<file path="src/rtl/pid_encode_pkg.sv">
// Shared definitions for the USB transmit-side packet framer:
// PID codes and classes, FSM state encoding and CRC16-USB constants.
package pid_encode_pkg;

    localparam int MAX_LEN_DEFAULT = 64;

    localparam logic [15:0] CRC_INIT      = 16'hFFFF;
    localparam logic [15:0] CRC_POLY_REFL = 16'hA001;

    // Low nibble of the wire PID byte
    localparam logic [3:0] PID_OUT   = 4'b0001;
    localparam logic [3:0] PID_IN    = 4'b1001;
    localparam logic [3:0] PID_SOF   = 4'b0101;
    localparam logic [3:0] PID_SETUP = 4'b1101;
    localparam logic [3:0] PID_DATA0 = 4'b0011;
    localparam logic [3:0] PID_DATA1 = 4'b1011;
    localparam logic [3:0] PID_ACK   = 4'b0010;
    localparam logic [3:0] PID_NAK   = 4'b1010;
    localparam logic [3:0] PID_STALL = 4'b1110;

    typedef enum logic [1:0] {
        PID_CLASS_SPECIAL   = 2'b00,
        PID_CLASS_TOKEN     = 2'b01,
        PID_CLASS_HANDSHAKE = 2'b10,
        PID_CLASS_DATA      = 2'b11
    } pid_class_t;

    typedef enum logic [2:0] {
        ST_IDLE,
        ST_SEND_PID,
        ST_LOAD,
        ST_SEND_DATA,
        ST_SEND_CRC_LO,
        ST_SEND_CRC_HI,
        ST_DONE
    } state_t;

    function automatic pid_class_t pid_class(input logic [3:0] pid);
        return pid_class_t'(pid[1:0]);
    endfunction

    // The upper nibble on the wire is the one's complement check field
    function automatic logic [7:0] pid_wire(input logic [3:0] pid);
        return {~pid, pid};
    endfunction

endpackage

</file>
<file path="src/rtl/pid_encode_if.sv">
// Request, TX FIFO and serializer handshake signals of the packet framer.
// The framer uses the slave modport; the requesting logic uses master.
interface pid_encode_if;
    logic       tx_start;
    logic [3:0] tx_pid;
    logic [6:0] tx_length;
    logic [7:0] fifo_data;
    logic       fifo_empty;
    logic       fifo_read;
    logic [7:0] tx_byte;
    logic       tx_valid;
    logic       tx_ready;
    logic       tx_busy;
    logic       tx_done;
    logic       tx_error;

    modport master (
        output tx_start, tx_pid, tx_length, fifo_data, fifo_empty, tx_ready,
        input  fifo_read, tx_byte, tx_valid, tx_busy, tx_done, tx_error
    );

    modport slave (
        input  tx_start, tx_pid, tx_length, fifo_data, fifo_empty, tx_ready,
        output fifo_read, tx_byte, tx_valid, tx_busy, tx_done, tx_error
    );
endinterface

</file>
<file path="src/rtl/pid_encode_crc16_usb_byte.sv">
// Combinational CRC16-USB update for one byte, LSB first, reflected poly.
// Unrolled as eight chained single-bit shift stages.
module crc16_usb_byte
    import pid_encode_pkg::*;
(
    input  logic [15:0] crc_in,
    input  logic [7:0]  data,
    output logic [15:0] crc_out
);

    logic [8:0][15:0] stage;

    // Folding the byte into the low bits up front lets each stage test bit 0 only
    assign stage[0] = crc_in ^ {8'h00, data};

    generate
        for (genvar gi = 0; gi < 8; gi++) begin : g_bit
            assign stage[gi+1] = stage[gi][0] ? ((stage[gi] >> 1) ^ CRC_POLY_REFL)
                                              : (stage[gi] >> 1);
        end
    endgenerate

    assign crc_out = stage[8];

endmodule

</file>
<file path="src/rtl/pid_encode.sv">
// Transmit packet framer: emits PID, FIFO payload and complemented CRC16
// over a valid/ready byte stream towards the serializer.
module pid_encode
    import pid_encode_pkg::*;
#(
    parameter int MAX_LEN = MAX_LEN_DEFAULT
) (
    input  logic         clk,
    input  logic         n_rst,
    pid_encode_if.slave  bus
);

    localparam logic [6:0] MAX_LEN_W = 7'(MAX_LEN);

    state_t      state_reg, state_next;
    logic        hs_reg, hs_next;
    logic [6:0]  len_reg, len_next;
    logic [6:0]  count_reg, count_next;
    logic [15:0] crc_reg, crc_next;
    logic [7:0]  byte_reg, byte_next;
    logic        error_reg, error_next;

    logic        valid_int;
    logic        read_int;
    logic        start_ok;
    logic [15:0] crc_with_byte;

    crc16_usb_byte u_crc (
        .crc_in  (crc_reg),
        .data    (bus.fifo_data),
        .crc_out (crc_with_byte)
    );

    assign start_ok = (pid_class(bus.tx_pid) == PID_CLASS_HANDSHAKE) ||
                      ((pid_class(bus.tx_pid) == PID_CLASS_DATA) &&
                       (bus.tx_length <= MAX_LEN_W));

    always_ff @(posedge clk or negedge n_rst) begin
        if (!n_rst) begin
            state_reg <= ST_IDLE;
            hs_reg    <= 1'b0;
            len_reg   <= '0;
            count_reg <= '0;
            crc_reg   <= CRC_INIT;
            byte_reg  <= '0;
            error_reg <= 1'b0;
        end else begin
            state_reg <= state_next;
            hs_reg    <= hs_next;
            len_reg   <= len_next;
            count_reg <= count_next;
            crc_reg   <= crc_next;
            byte_reg  <= byte_next;
            error_reg <= error_next;
        end
    end

    always_comb begin
        state_next = state_reg;
        hs_next    = hs_reg;
        len_next   = len_reg;
        count_next = count_reg;
        crc_next   = crc_reg;
        byte_next  = byte_reg;
        error_next = 1'b0;
        valid_int  = 1'b0;
        read_int   = 1'b0;

        case (state_reg)
            ST_IDLE: begin
                if (bus.tx_start) begin
                    if (start_ok) begin
                        state_next = ST_SEND_PID;
                        hs_next    = (pid_class(bus.tx_pid) == PID_CLASS_HANDSHAKE);
                        len_next   = bus.tx_length;
                        count_next = '0;
                        crc_next   = CRC_INIT;
                        byte_next  = pid_wire(bus.tx_pid);
                    end else begin
                        error_next = 1'b1;
                    end
                end
            end

            ST_SEND_PID: begin
                valid_int = 1'b1;
                if (bus.tx_ready) begin
                    if (hs_reg) begin
                        state_next = ST_DONE;
                    end else if (len_reg == 7'd0) begin
                        state_next = ST_SEND_CRC_LO;
                        byte_next  = ~crc_reg[7:0];
                    end else begin
                        state_next = ST_LOAD;
                    end
                end
            end

            // The FIFO is only popped here, so a byte is read exactly once
            ST_LOAD: begin
                if (!bus.fifo_empty) begin
                    read_int   = 1'b1;
                    byte_next  = bus.fifo_data;
                    crc_next   = crc_with_byte;
                    state_next = ST_SEND_DATA;
                end else begin
                    error_next = 1'b1;
                    state_next = ST_IDLE;
                end
            end

            ST_SEND_DATA: begin
                valid_int = 1'b1;
                if (bus.tx_ready) begin
                    count_next = count_reg + 7'd1;
                    if (count_reg + 7'd1 == len_reg) begin
                        state_next = ST_SEND_CRC_LO;
                        byte_next  = ~crc_reg[7:0];
                    end else begin
                        state_next = ST_LOAD;
                    end
                end
            end

            ST_SEND_CRC_LO: begin
                valid_int = 1'b1;
                if (bus.tx_ready) begin
                    state_next = ST_SEND_CRC_HI;
                    byte_next  = ~crc_reg[15:8];
                end
            end

            ST_SEND_CRC_HI: begin
                valid_int = 1'b1;
                if (bus.tx_ready) begin
                    state_next = ST_DONE;
                end
            end

            ST_DONE: begin
                state_next = ST_IDLE;
            end

            default: begin
                state_next = ST_IDLE;
            end
        endcase
    end

    assign bus.tx_byte   = byte_reg;
    assign bus.tx_valid  = valid_int;
    assign bus.fifo_read = read_int;
    assign bus.tx_busy   = (state_reg != ST_IDLE);
    assign bus.tx_done   = (state_reg == ST_DONE);
    assign bus.tx_error  = error_reg;

endmodule

</file>
<file path="src/flat_wrapper.sv">
// flat-port wrapper written by rule: the top's interface ports become plain ports
module pid_encode_flat import pid_encode_pkg::*;
#(
    parameter int MAX_LEN = MAX_LEN_DEFAULT
)
  (clk, n_rst, bus_tx_start, bus_tx_pid, bus_tx_length, bus_fifo_data, bus_fifo_empty, bus_tx_ready, bus_fifo_read, bus_tx_byte, bus_tx_valid, bus_tx_busy, bus_tx_done, bus_tx_error);
  pid_encode_if bus_i ();
  input  logic clk;
  input  logic n_rst;
  input wire logic [$bits(bus_i.tx_start)-1:0] bus_tx_start;
  input wire logic [$bits(bus_i.tx_pid)-1:0] bus_tx_pid;
  input wire logic [$bits(bus_i.tx_length)-1:0] bus_tx_length;
  input wire logic [$bits(bus_i.fifo_data)-1:0] bus_fifo_data;
  input wire logic [$bits(bus_i.fifo_empty)-1:0] bus_fifo_empty;
  input wire logic [$bits(bus_i.tx_ready)-1:0] bus_tx_ready;
  output wire logic [$bits(bus_i.fifo_read)-1:0] bus_fifo_read;
  output wire logic [$bits(bus_i.tx_byte)-1:0] bus_tx_byte;
  output wire logic [$bits(bus_i.tx_valid)-1:0] bus_tx_valid;
  output wire logic [$bits(bus_i.tx_busy)-1:0] bus_tx_busy;
  output wire logic [$bits(bus_i.tx_done)-1:0] bus_tx_done;
  output wire logic [$bits(bus_i.tx_error)-1:0] bus_tx_error;
  assign bus_i.tx_start = bus_tx_start;
  assign bus_i.tx_pid = bus_tx_pid;
  assign bus_i.tx_length = bus_tx_length;
  assign bus_i.fifo_data = bus_fifo_data;
  assign bus_i.fifo_empty = bus_fifo_empty;
  assign bus_i.tx_ready = bus_tx_ready;
  assign bus_fifo_read = bus_i.fifo_read;
  assign bus_tx_byte = bus_i.tx_byte;
  assign bus_tx_valid = bus_i.tx_valid;
  assign bus_tx_busy = bus_i.tx_busy;
  assign bus_tx_done = bus_i.tx_done;
  assign bus_tx_error = bus_i.tx_error;
  pid_encode #(.MAX_LEN(MAX_LEN)) u_core (.clk(clk), .n_rst(n_rst), .bus(bus_i));
endmodule
</file>
<file path="config.mk">
export PLATFORM = sky130hd
export DESIGN_NAME = pid_encode_flat
export DESIGN_NICKNAME = d
export VERILOG_FILES = /design/src/rtl/pid_encode_pkg.sv /design/src/rtl/pid_encode_if.sv /design/src/rtl/pid_encode_crc16_usb_byte.sv /design/src/rtl/pid_encode.sv /design/src/flat_wrapper.sv
export SDC_FILE = /design/constraint.sdc
export NUM_CORES = 1
export LEC_CHECK = 0
export ABC_AREA = 1
export ABC_CLOCK_PERIOD_IN_PS = 1950
export BUFFER_PORTS_ARGS = -buffer_cell sky130_fd_sc_hd__buf_2
export CAP_MARGIN = 20
export CORE_ASPECT_RATIO = 0.8
export CORE_MARGIN = 5
export CORE_UTILIZATION = 40
export DETAILED_ROUTE_END_ITERATION = 12
export GPL_TIMING_DRIVEN = 0
export SYNTH_ARGS = -nofsm -noshare
export SYNTH_HDL_FRONTEND = slang
export SYNTH_HIERARCHICAL = 1
export SYNTH_SLANG_ARGS = --single-unit
</file>
<file path="constraint.sdc">
create_clock -name clk -period 1.95 [get_ports clk]
set_input_delay 0.0975 -clock clk [delete_from_list [all_inputs] [get_ports clk]]
set_output_delay 0.0975 -clock clk [all_outputs]
set_load 0.1 [all_outputs]
</file>
### Yosys cells after proc, flatten, opt, wreduce, memory -nomap -nowiden

Cells that the tools add are included.

| storage, ports and cells | value |
|---|---|
| register bits after elaboration | 43 |
| bits of input ports | 24 |
| output and inout port bits | 13 |
| word-level logic and storage cells | 98 |

| operators by class | value |
|---|---|
| $add $sub $neg | 1 |
| order comparisons | 1 |
| equal/unequal tests | 19 |
| multiplexer cells | 44 |
| bitwise logic cells | 12 |
| reductions and logical operators | 14 |

Operators with widths:

| operator | count |
|---|---|
| $mux 16 | 11 |
| $mux 8 | 9 |
| $pmux 8 s5 | 1 |
| $pmux 16 s2 | 1 |
| $mux 3 | 9 |
| $not 2->3 | 8 |
| $mux 7 | 3 |
| $pmux 3 s6 | 1 |
| $not 8->8 | 2 |
| $xor 16x8->16 | 1 |
| $ne 2x2->1 const B | 7 |
| $pmux 7 s2 | 1 |
| $reduce_and 10->1 | 1 |
| $eq 3x3->1 const B | 3 |
| $reduce_and 4->1 | 2 |
| $add 7x1->7 const B | 1 |
| $eq 7x7->1 | 1 |
| $le 7x7->1 const B | 1 |
| $logic_not 7->1 | 1 |
| $eq 3x2->1 const B | 2 |
| $mux 1 | 6 |
| $ne 2x1->1 const B | 3 |
| $reduce_and 6->1 | 1 |
| $reduce_bool 5->1 | 1 |
| other kinds (12) | 14 |

### Longest topological paths before layout

| depth | value |
|---|---|
| depth in word-level cells | 19 |
| gate-level depth with buffers | 15 |
| mapped depth without buffers | 15 |

### Modules after synthesis

The synthesis kept the hierarchy.

By module, submodules not included:

| module | instances | cells each | area an instance (µm²) | seq. area each (µm²) |
|---|---|---|---|---|
| pid_encode | 1 | 310 | 2393.5 | 1096.1 |
| crc16_usb_byte | 1 | 91 | 498.0 | 0.0 |

### Worst setup path before layout

Ideal clock, no wire load.

| timing | value |
|---|---|
| kind | register to register |
| start point | register u_core.state_reg[2] |
| end point | register u_core.crc_reg[14] |
| library setup time | 0.068 ns |
| data arrival time | 2.785 ns |
| required time | 1.882 ns |
| path slack | -0.904 ns |
| cell stages (with the launch flop) | 10 |
| buffers on the path | 2 |
| clock period less this slack | 2.854 ns |
| cell sequence | dfrtp_1 > buf_4 > inv_1 > nand3_2 > nor2_1 > inv_1 > nand2_4 > buf_6 > nor2_1 > a21oi_2 |

| on the way | value |
|---|---|
| cells in the longest elaborated chain, start to end | 3 |
| elaborated cells on any way between the ends | 8 |
| those cells by class | 4 x eq/ne; 1 x mux; 3 x reduce/logical |

RTL lines:

| item | line | source |
|---|---|---|
| start: declaration | pid_encode.sv:15 | `state_t state_reg, state_next;` |
| start signal: assignment | pid_encode.sv:48 | `state_reg <= state_next;` |
| $eq 3x2->1 or $logic_not 3->1 (tied branches) | pid_encode.sv:69 | `case (state_reg)` |
| $ne 2x2->1 (no source line), or another cell as far along | n/a |  |
| $reduce_and 4->1 (no source line) | n/a |  |
| end signal: assignment | pid_encode.sv:52 | `crc_reg <= crc_next;` |
| end: declaration | pid_encode.sv:19 | `logic [15:0] crc_reg, crc_next;` |

Several ways; a longest one is shown, not always the timed one.
A chain may end at the register's enable or synchronous reset.

### Worst setup path in the final report

| timing | value |
|---|---|
| start point | register u_core.state_reg[2] |
| end point | register u_core.byte_reg[4], in the netlist u_core/bus.tx_byte[4] |

| on the way | value |
|---|---|
| cells in the longest elaborated chain, start to end | 3 |
| elaborated cells on any way between the ends | 17 |
| those cells by class | 13 x eq/ne; 1 x mux; 3 x reduce/logical |

RTL lines:

| item | line | source |
|---|---|---|
| $eq 3x1->1, or another cell as far along | pid_encode.sv:69 |  |
| $reduce_bool 5->1 (no source line), or another cell as far along | n/a |  |
| $reduce_and 10->1 (no source line) | n/a |  |
| end signal: assignment | pid_encode.sv:53 | `byte_reg <= byte_next;` |
| end: declaration | pid_encode.sv:20 | `logic [7:0] byte_reg, byte_next;` |

Several ways; a longest one is shown, not always the timed one.

==> summary.txt <==
Timing
  • Max-slew violation count: 0
  • Worst-Margin Slew: 0.505 ns
  • RSZ-0062 raised after global routing: true
  • Setup violations, final: 0
  • Crit path time final: 1.86 ns
  • Clk_skew: 0.00628 ns
  • Slew headroom: 0.666
  • Count of final hold-check violations: 0
  • Final Cycle Share: 0.953
  • Fmax achieved: 0.538 GHz

Finish
  • Non-filler cells, final: 551
  • Diodes inserted: 0
  • Fill count: 705
  • Share of cells above drive strength 1: 0.310
  • Finished Cell Area: 3480 µm²
  • Max reg flops: 16
  • Layout area overhead: 20.3%
  • Register Area: 1100 µm²
  • Util after Layout: 0.500
  • Final nets: 488
  • Multi-input logic area: 1570 µm²

Pwr
  • Clock power frac: 0.094
  • Comb power frac: 0.632
  • Pwr dens: 1830 nW/µm²
  • Worst vdd ir: 1240 µV
  • Sw Share: 0.539
  • Sequential share of power: 0.274
  • Switching power: 3.44 mW
  • Leakage Power: 1.78 nW
  • Internal: 2.94 mW

Synthesis
  • Mapped Cells: 401
  • Synth top area cells: dfrtp_1, nand2_1, dfstp_2, nand3_1, inv_1
  • Avg Synthesized Cell Area: 7.21 µm²
  • EDFF count, synth: 0
  • Yosys cell types: 31
  • Count leader, synth: nand2_1
  • Most used DFF post-synth: dfrtp_1
  • Seq/Total Area, Yosys: 0.379
  • Syn. warnings: 6
  • Post-synthesis register bit count: 43
  • Mapped Nets: 426
  • Ys async rst share: 1.00
  • Most frequent cells after synthesis: nand2_1, inv_1, nor2_1, nand3_1, dfrtp_1
  • Synth top area share: 0.234
  • Synth Cell Area: 2890 µm²
  • Cell taking the most area after synthesis: dfrtp_1

Clocking
  • CTS tree: done
  • Cts bufs inserted: 5
  • Clock latency on the worst-skew pair: 0.30 ns
  • Num Clock Sinks: 43
  • Clock transition at path regs: 0.09 ns
  • H-tree Lvls: 2
  • Clock buffer depth: 2
  • Root Driver: clkbuf_8

Setup path
  • Max stage delay cell, worst path: dfrtp_1
  • Crit. End Element: register
  • Slowest stage delay, CP: 0.36 ns
  • Crit-path cells: buf_4, inv_1, nand3_4, inv_2, nand2_1, nand3_1, nor2_4, clkbuf_2, nand3_1, nand2_1
  • Critical Path Start: u_core/state_reg[2]$_DFFE_PN0P_
  • Worst setup SP type: register
  • CP Buf/Inv Count: 4
  • Crit path required time: 2.14 ns
  • Worst Path Max Fanout: 10
  • Reg-to-Reg Start: u_core/state_reg[2]$_DFFE_PN0P_
  • Setup slack, reg-to-reg: 0.09 ns
  • Crit Path Category: register to register
  • CP arrival: 2.05 ns
  • Delay-heaviest family, CP: simple AND/OR/NAND/NOR gates

Detailed routing
  • Routed wire length: 7820 µm
  • Drt pass-1 iters: 4
  • # DRC: 0
  • Drt initial violations: 127
  • Vias: 2,733
  • Antenna viol nets, final: 0
  • DR WL/cell: 14.2 µm
  • Number of vias per cell: 4.96

Flow run
  • Max-Cap Viols: 0

Floorplanning
  • CORE AREA: 6960 µm²
  • Io pins: 37
  • Total Die Area: 9040 µm²
  • Die width: 105 µm
  • Die span in y: 86.0 µm
  • FP Rows: 27
  • Starting Density: 0.415

Run status
  • Outcome: completed

Hold path
  • Worst min path class: input pin to register
  • Hold path start: bus_tx_length[0]

Global routing
  • Vias in the first global route: 2,528
  • First-pass GRT wire length: 12,700 µm
  • Initial antenna violation count: 0
  • GRT Total Usage: 0.174
  • Largest net degree at the start of global routing: 44
  • Grt total ovfl: 0

Placed design
  • GP Congestion: 0.795
  • PortBufs: 36
  • DP Wirelength: 5880 µm
  • Placed cells: 524
  • Post-DP Area: 3190 µm²
logic make-up after synthesis:
| group | Yosys count | synth area share |
|---|---|---|
| AO/OA/AOI/OAI | 60 | 0.129 |
| XOR/XNOR | 13 | 0.0459 |
| AND/OR/NAND/NOR | 221 | 0.344 |
| flip-flops | 43 | 0.379 |
| adder cells (fa/ha/maj) | 1 | 0.00433 |
| buffers and inverters | 63 | 0.0978 |
metrics by stage:
step / TNS [ns] / worst slack (ns) / hold WS (ns) / power (mW)
3_3_place_gp: 0 / 0.0246 / 0.325 / 5.44
5_1_grt: -0.0899 / -0.0317 / 0.0214 / 6.90
4_1_cts: 0 / 0.00724 / 0.00516 / 6.12
3_5_place_dp: -0.0119 / -0.00606 / 0.330 / 5.50
6_report: 0 / 0.0921 / 0.0194 / 6.38
2_1_floorplan: 0 / 0.0134 / -0.198 / 4.71
per-layer routing:
metal / wire (µm) / vias to the layer above / track usage
li1: - / 1396 / -
met1: 4100 / 1267 / 0.265
met2: 3320 / 65 / 0.258
met3: 345 / 5 / 0.0301
met4: 50 / 0 / 0.0314
met5: 0 / - / 0
layout by cell type, fill, tap and decap left out, drive strengths merged:
cell	netlist	routed
dfrtp	27	27
clkinv	0	1
dlygate4sd3	0	1
nor2	42	42
o2111ai	3	3
o21ai	26	26
nand4	2	2
a21oi	20	20
nand3	34	34
a21boi	1	1
clkbuf	1	9
nand2	139	140
nor3	4	4
o22ai	10	10
inv	52	52
dfstp	16	16
ha	1	1
xor2	5	5
xnor2	8	8
buf	10	62
cell type report:
cell class / count / area share
clock inverters: 1 / 0.00108
repair buffers: 54 / 0.0942
plain buffers: 11 / 0.0252
inverters: 52 / 0.0561
flip-flops and latches: 43 / 0.315
clock buffers: 7 / 0.0248
multi-input cells: 296 / 0.452
well taps: 87 / 0.0313
repair_timing:
item / 4_1_cts / 5_1_grt
pin swaps: 0 / 3
hold buffers: 0 / 1
setup buffers: 0 / 16
cloned: 0 / 1
resized for setup: 1 / 8
endpoints found under the setup margin: 8 / 14
endpoints found under the hold margin: 0 / 33
power by group through the flow:
stage	clock, mW	combinational [mW]	sequential (mW)
final	0.601	4.03	1.75
after global routing	0.657	4.43	1.81
after CTS	0.620	3.76	1.74
after detailed placement	0	3.75	1.75
after global placement	0	3.71	1.74
after floorplan	0	2.47	2.24
worst reg2reg max path, stage by stage, from the launching register on:
cell      delay (ns)
dfrtp_1         0.36
buf_4           0.17
inv_1           0.13
nand3_4         0.17
inv_2           0.22
nand2_1         0.12
nand3_1         0.15
nor2_4          0.08
clkbuf_2        0.16
nand3_1         0.13
nand2_1         0.06
final timing paths:
path | end | depth (start not counted)
setup / recovery | u_core/bus.tx_byte[4]$_DFFE_PN0P_ | 10
hold / removal | u_core/len_reg[0]$_DFFE_PN0P_ | 3
setup reg to reg | u_core/bus.tx_byte[4]$_DFFE_PN0P_ | 10
hold reg to reg | u_core/bus.tx_byte[4]$_DFFE_PN0P_ | 2
max in group asynchronous | u_core/crc_reg[11]$_DFFE_PN1P_ | 3
min in group asynchronous | u_core/state_reg[1]$_DFFE_PN0P_ | 2
(Power assumes the default switching activity.)
